## src/rtl/console_tx_pkg.sv

```systemverilog
// Shared types for the console transmit arbiter: serializer state, port id and
// the baud divisor helper.
package console_tx_pkg;

  localparam int NUM_PORTS = 2;

  typedef enum logic [1:0] {
    ST_IDLE,
    ST_START,
    ST_DATA,
    ST_STOP
  } tx_state_t;

  typedef logic port_id_t;

  function automatic int calc_divisor(input int clk_hz, input int baud);
    return clk_hz / baud;
  endfunction

endpackage

```

## src/rtl/uart_tx_serializer.sv

```systemverilog
// 8N1 UART serializer: IDLE/START/DATA/STOP state machine with a wrapping baud
// counter. A byte is taken on load while in IDLE; busy is high for the whole frame.
module uart_tx_serializer
  import console_tx_pkg::*;
#(
  parameter int DIVISOR = 217
) (
  input  logic       clk,
  input  logic       reset,
  input  logic       load,
  input  logic [7:0] data,
  output logic       tx,
  output logic       busy,
  output tx_state_t  state
);

  localparam int CW = (DIVISOR > 2) ? $clog2(DIVISOR) : 1;
  localparam logic [CW-1:0] BAUD_LAST = CW'(DIVISOR - 1);

  tx_state_t     state_nxt;
  logic [CW-1:0] baud_cnt;
  logic [2:0]    bit_cnt;
  logic [7:0]    shreg;
  logic          baud_tick;

  assign baud_tick = (baud_cnt == BAUD_LAST);

  always_ff @(posedge clk or posedge reset) begin
    if (reset) state <= ST_IDLE;
    else       state <= state_nxt;
  end

  // Baud counter restarts at every frame so each bit lasts exactly DIVISOR cycles.
  always_ff @(posedge clk or posedge reset) begin
    if (reset) begin
      baud_cnt <= '0;
      bit_cnt  <= '0;
      shreg    <= '0;
    end else if (state == ST_IDLE) begin
      baud_cnt <= '0;
      bit_cnt  <= '0;
      if (load) shreg <= data;
    end else begin
      baud_cnt <= baud_tick ? '0 : baud_cnt + 1'b1;
      if (state == ST_DATA && baud_tick) begin
        shreg   <= {1'b0, shreg[7:1]};
        bit_cnt <= bit_cnt + 1'b1;
      end
    end
  end

  always_comb begin
    state_nxt = state;
    tx        = 1'b1;
    busy      = 1'b1;
    case (state)
      ST_IDLE: begin
        busy = 1'b0;
        if (load) state_nxt = ST_START;
      end
      ST_START: begin
        tx = 1'b0;
        if (baud_tick) state_nxt = ST_DATA;
      end
      ST_DATA: begin
        tx = shreg[0];
        if (baud_tick && bit_cnt == 3'd7) state_nxt = ST_STOP;
      end
      ST_STOP: begin
        if (baud_tick) state_nxt = ST_IDLE;
      end
      default: state_nxt = ST_IDLE;
    endcase
  end

endmodule

```

## src/rtl/console_tx_arbiter.sv

```systemverilog
// Round-robin arbiter sharing one 8N1 transmit line between the CPU console (port 0)
// and the debug monitor (port 1). Define CONSOLE_TX_ARB_LOCK_EN to hold the grant per message.
module console_tx_arbiter
  import console_tx_pkg::*;
#(
  parameter int CLK_HZ = 25000000,
  parameter int BAUD   = 115200
) (
  input  logic        clk,
  input  logic        reset,
  input  logic [1:0]  req_valid,
  input  logic [15:0] req_data,
  input  logic [1:0]  req_last,
  output logic [1:0]  req_ready,
  output logic        tx,
  output logic        busy,
  output logic        active_port
);

  localparam int DIVISOR = calc_divisor(CLK_HZ, BAUD);

  // Handshake: a byte moves when req_valid[p] & req_ready[p] on a rising edge.
  // req_ready is a one-cycle strobe, raised only in IDLE for the granted port and
  // derived combinationally from req_valid; a source may drop valid at any time.

  port_id_t                 last_grant;
  port_id_t                 grant;
  logic [NUM_PORTS-1:0]     eligible;
  logic                     accept;
  logic [7:0]               load_data;
  tx_state_t                ser_state;

`ifdef CONSOLE_TX_ARB_LOCK_EN
  logic     lock_active;
  port_id_t lock_port;

  // A byte without last opens (or continues) a lock on its port; last releases it.
  always_ff @(posedge clk or posedge reset) begin
    if (reset) begin
      lock_active <= 1'b0;
      lock_port   <= 1'b0;
    end else if (accept) begin
      lock_active <= ~req_last[grant];
      lock_port   <= grant;
    end
  end

  assign eligible = lock_active ? (req_valid & (2'b01 << lock_port)) : req_valid;
`else
  logic unused_last;
  assign unused_last = ^req_last;
  assign eligible    = req_valid;
`endif

  always_comb begin
    grant = 1'b0;
    if (&eligible)       grant = ~last_grant;
    else if (eligible[1]) grant = 1'b1;
  end

  assign accept    = (ser_state == ST_IDLE) && !reset && (|eligible);
  assign load_data = grant ? req_data[15:8] : req_data[7:0];

  always_comb begin
    req_ready = '0;
    if (accept) req_ready[grant] = 1'b1;
  end

  always_ff @(posedge clk or posedge reset) begin
    if (reset) begin
      last_grant  <= 1'b1;
      active_port <= 1'b0;
    end else if (accept) begin
      last_grant  <= grant;
      active_port <= grant;
    end
  end

  uart_tx_serializer #(
    .DIVISOR (DIVISOR)
  ) u_ser (
    .clk   (clk),
    .reset (reset),
    .load  (accept),
    .data  (load_data),
    .tx    (tx),
    .busy  (busy),
    .state (ser_state)
  );

endmodule

```

## config.mk

```make
export PLATFORM = sky130hd
export DESIGN_NAME = console_tx_arbiter
export DESIGN_NICKNAME = d
export VERILOG_FILES = /design/src/rtl/console_tx_pkg.sv /design/src/rtl/uart_tx_serializer.sv /design/src/rtl/console_tx_arbiter.sv
export SDC_FILE = /design/constraint.sdc
export NUM_CORES = 1
export LEC_CHECK = 0
export CORE_MARGIN = 1.5
export CORE_UTILIZATION = 51
export DETAILED_ROUTE_END_ITERATION = 10
export GPL_TIMING_DRIVEN = 0
export PLACE_DENSITY = 0.89
export REMOVE_ABC_BUFFERS = 1
export SYNTH_ARGS = -nofsm -noshare
export SYNTH_HDL_FRONTEND = slang
export SYNTH_HIERARCHICAL = 1
export SYNTH_SLANG_ARGS = --single-unit
```

## constraint.sdc

```tcl
create_clock -name clk -period 2.1 [get_ports clk]
set_input_delay 0.315 -clock clk [delete_from_list [all_inputs] [get_ports clk]]
set_output_delay 0.315 -clock clk [all_outputs]
set_load 0.02 [all_outputs]
```

==> flow_metrics.tcl <==
set metrics [dict create \
    status "finished clean" \
    critPathMaxStageDelay_ps 470 \
    num_io_pins 27 \
    drt-initial-drc-count 12 \
    switchingPower_uw 687.0 \
    gp_congestion 0.7498 \
    max_slew_margin 0.4685 \
    worstPathCellList "inv_1, ha_2, inv_1, dlygate4sd2_1" \
    grt_start_max_net_pins 22 \
    initial_core_util 0.5415 \
    routed_wl_mm 2.661 \
    synth_area_um2 1354 \
    cts.sinks 23 \
    synth_top_cell_by_area "dfrtp_1" \
    rsz0062_at_grt "true" \
    synth_top_area_frac 0.4067 \
    drt_drc_violations_left 0 \
    rows 18 \
    power_density_nw_per_um2 1050 \
    dpl_worst_slack_ps -271.7 \
    vias_per_cell 5.647 \
    synth_most_common_cell "dfrtp_1" \
    synth-seq-cells 23 \
    numCtsBuffers 3 \
    p_sw_frac 0.3979 \
    postPlaceCellArea_um2 1604 \
    cp_top_family "buffers and inverters" \
    core_um2 2500 \
    grt-ovfl-total 0 \
    setup_ws_ps 1.869 \
    synthFlopType "dfrtp_1" \
    syn_inst 128 \
    max_cap_viol_count 0 \
    synth_area_leaders "dfrtp_1 (41%), ha_1 (8.3%), mux2_4 (6.7%)" \
    ys_types 32 \
    setup.worst_path.start_class "flop" \
    slew_violations 0 \
    final_area_um2 1644 \
    grt_pass1_wl_mm 4.609 \
    peakVddDrop_uv 758.5 \
    p_leak_uw 0.0007690 \
    ctsRootBufferMaster "clkbuf_4" \
    syn2layout_area_growth_pct 21.44 \
    worstPathArrival_ps 1780 \
    fin_crit_sh 0.9991 \
    drtPass1Iterations 4 \
    dieArea_um2 2972 \
    postCtsHoldBufs 0 \
    antenna_found_initial 0 \
    die_h_um 54.52 \
    yosysWarnings 6 \
    required_ps 1780 \
    hold_class "input port to async pin" \
    crit_buf_inv 3 \
    power_frac_clock 0.117 \
    clk_path_buf_depth 2 \
    end_kind "primary output" \
    crit_slowest_cell "dfrtp_1" \
    path_max_fanout 14 \
    hold_viol_final 0 \
    ant_nets 0 \
    synth_commonest_cells "dfrtp_1 (22), nor2_1 (15), a21oi_1 (14)" \
    layout-drive-gt1-share 0.1494 \
    worst_slew_pin_slew_ps 796.3 \
    post-dp-hpwl_mm 1.926 \
    routedWlPerCell_um 14.46 \
    setup_viol 0 \
    numPortBuffers 24 \
    grt_pass1_vias 1127 \
    fin_skew_ps 18.43 \
    postSynth.asyncResetShare 1.000 \
    avgSynthCellArea_um2 10.58 \
    crit_path_frequent_cell "inv_1" \
    vias 1039 \
    yosysSeqAreaShare 0.4261 \
    cts_tree "done" \
    fillers 188 \
    power.share.combinational 0.451 \
    clock_latency_ps 310 \
    synth_edf_count 0 \
    clk_transition_reported_paths_ps 140 \
    fin_nets 186 \
    tns_ps 0 \
    fmax_mhz 476.6 \
    p_int_uw 1040 \
    num_antenna_cells 0 \
    h-tree-depth 1 \
    die_x_um 54.52 \
    track_usage 0.2135 \
    crit_type "flop to primary output" \
    pwr-share-seq 0.432 \
    layout_min_cycle_time_ps 2098 \
]
repair_timing:
action / in CTS / in global routing
setup endpoints to repair: 4 / 2
setup buffers: 2 / 0
resized for setup: 5 / 0
routing by layer:
| metal | GRT usage | wire length [um] | vias to the layer above |
|---|---|---|---|
| li1 | - | - | 500 |
| met1 | 0.2431 | 1117 | 505 |
| met2 | 0.3896 | 1402 | 28 |
| met3 | 0.03279 | 87 | 6 |
| met4 | 0.09583 | 55 | 0 |
| met5 | 0 | 0 | - |
power by group through the flow:
stage          sequential (uW)  clock, uW  combinational (uW)
2_1_floorplan              729          0                 553
3_3_place_gp               739          0                 749
3_5_place_dp               752          0                 786
4_1_cts                    743        206                 779
5_1_grt                    766        235                 870
6_report                   747        202                 778
layout make-up:
class / count / area [um2] / area share
inverter: 8 / 30.03 / 0.01826
clock buffer: 3 / 22.52 / 0.01370
timing repair buffer: 26 / 250.2 / 0.1522
tap: 30 / 37.54 / 0.02283
sequential: 23 / 576.8 / 0.3508
multi-input combinational: 93 / 721.9 / 0.4391
clock inverter: 1 / 5.005 / 0.003044
worst register-to-register path: cells and delay by family, from the launching register on:
kind,cells,cell delay (ps)
adders and majority gates,1,310
buffers and inverters,1,110
DFF,1,470
muxes,1,330
AOI/OAI and AO/OA,2,250
and+or+nand+nor,1,270
flip-flops by register name (all words and copies together), names as in the netlist:
name / flops
last_grant: 1
u_ser/baud_cnt: 8
u_ser/state: 2
active_port: 1
u_ser/bit_cnt: 3
u_ser/shreg: 8
worst paths after layout:
kind / end / slack (ps) / depth (start not counted) / from
worst min-delay path: active_port / 200 / 2 / reset
worst max register to register: u_ser/state[1] / 260 / 6 / u_ser/state[0]
min in group clk: u_ser/baud_cnt[0] / 510 / 1 / u_ser/baud_cnt[0]
worst min register to register: u_ser/baud_cnt[0] / 510 / 1 / u_ser/baud_cnt[0]
max in group asynchronous: u_ser/shreg[2] / 1070 / 2 / reset
worst max-delay path: busy / 2 / 4 / u_ser/state[0]
stage by stage:
| step | instances | util | hold slack, ps | total power, uW |
|---|---|---|---|---|
| after floorplan | 124 | - | 55.46 | 1281 |
| after global placement | 178 | 0.6416 | 472.8 | 1487 |
| after detailed placement | 178 | 0.6416 | 494.7 | 1537 |
| after CTS | 184 | 0.6577 | 219.5 | 1728 |
| after global routing | 184 | 0.6577 | 199.6 | 1871 |
| final | 184 | 0.6577 | 202.6 | 1727 |
cells by family after synthesis:
kind of cell | count (synthesis) | share of synthesized area
AND/OR/NAND/NOR | 37 | 0.1460
multiplexers | 13 | 0.1229
adder cells (fa/ha/maj) | 9 | 0.08318
buffers and inverters | 12 | 0.04251
AO/OA/AOI/OAI | 27 | 0.1340
XOR/XNOR | 7 | 0.04529
flip-flops | 23 | 0.4261
cell usage in the layout, fill, tap and decap left out, types with 3 or more instances in the layout:
master,count
nor2_1,15
mux2_1,3
a21oi_1,14
o22ai_1,7
mux2_4,6
clkbuf_4,3
nand3_1,7
dlygate4sd2_1,4
dfrtp_1,22
clkdlybuf4s50_1,20
inv_1,8
ha_1,8
xor2_1,4
xnor2_1,3
nand2_1,6
No activity file was read; power rests on OpenSTA's default activity.
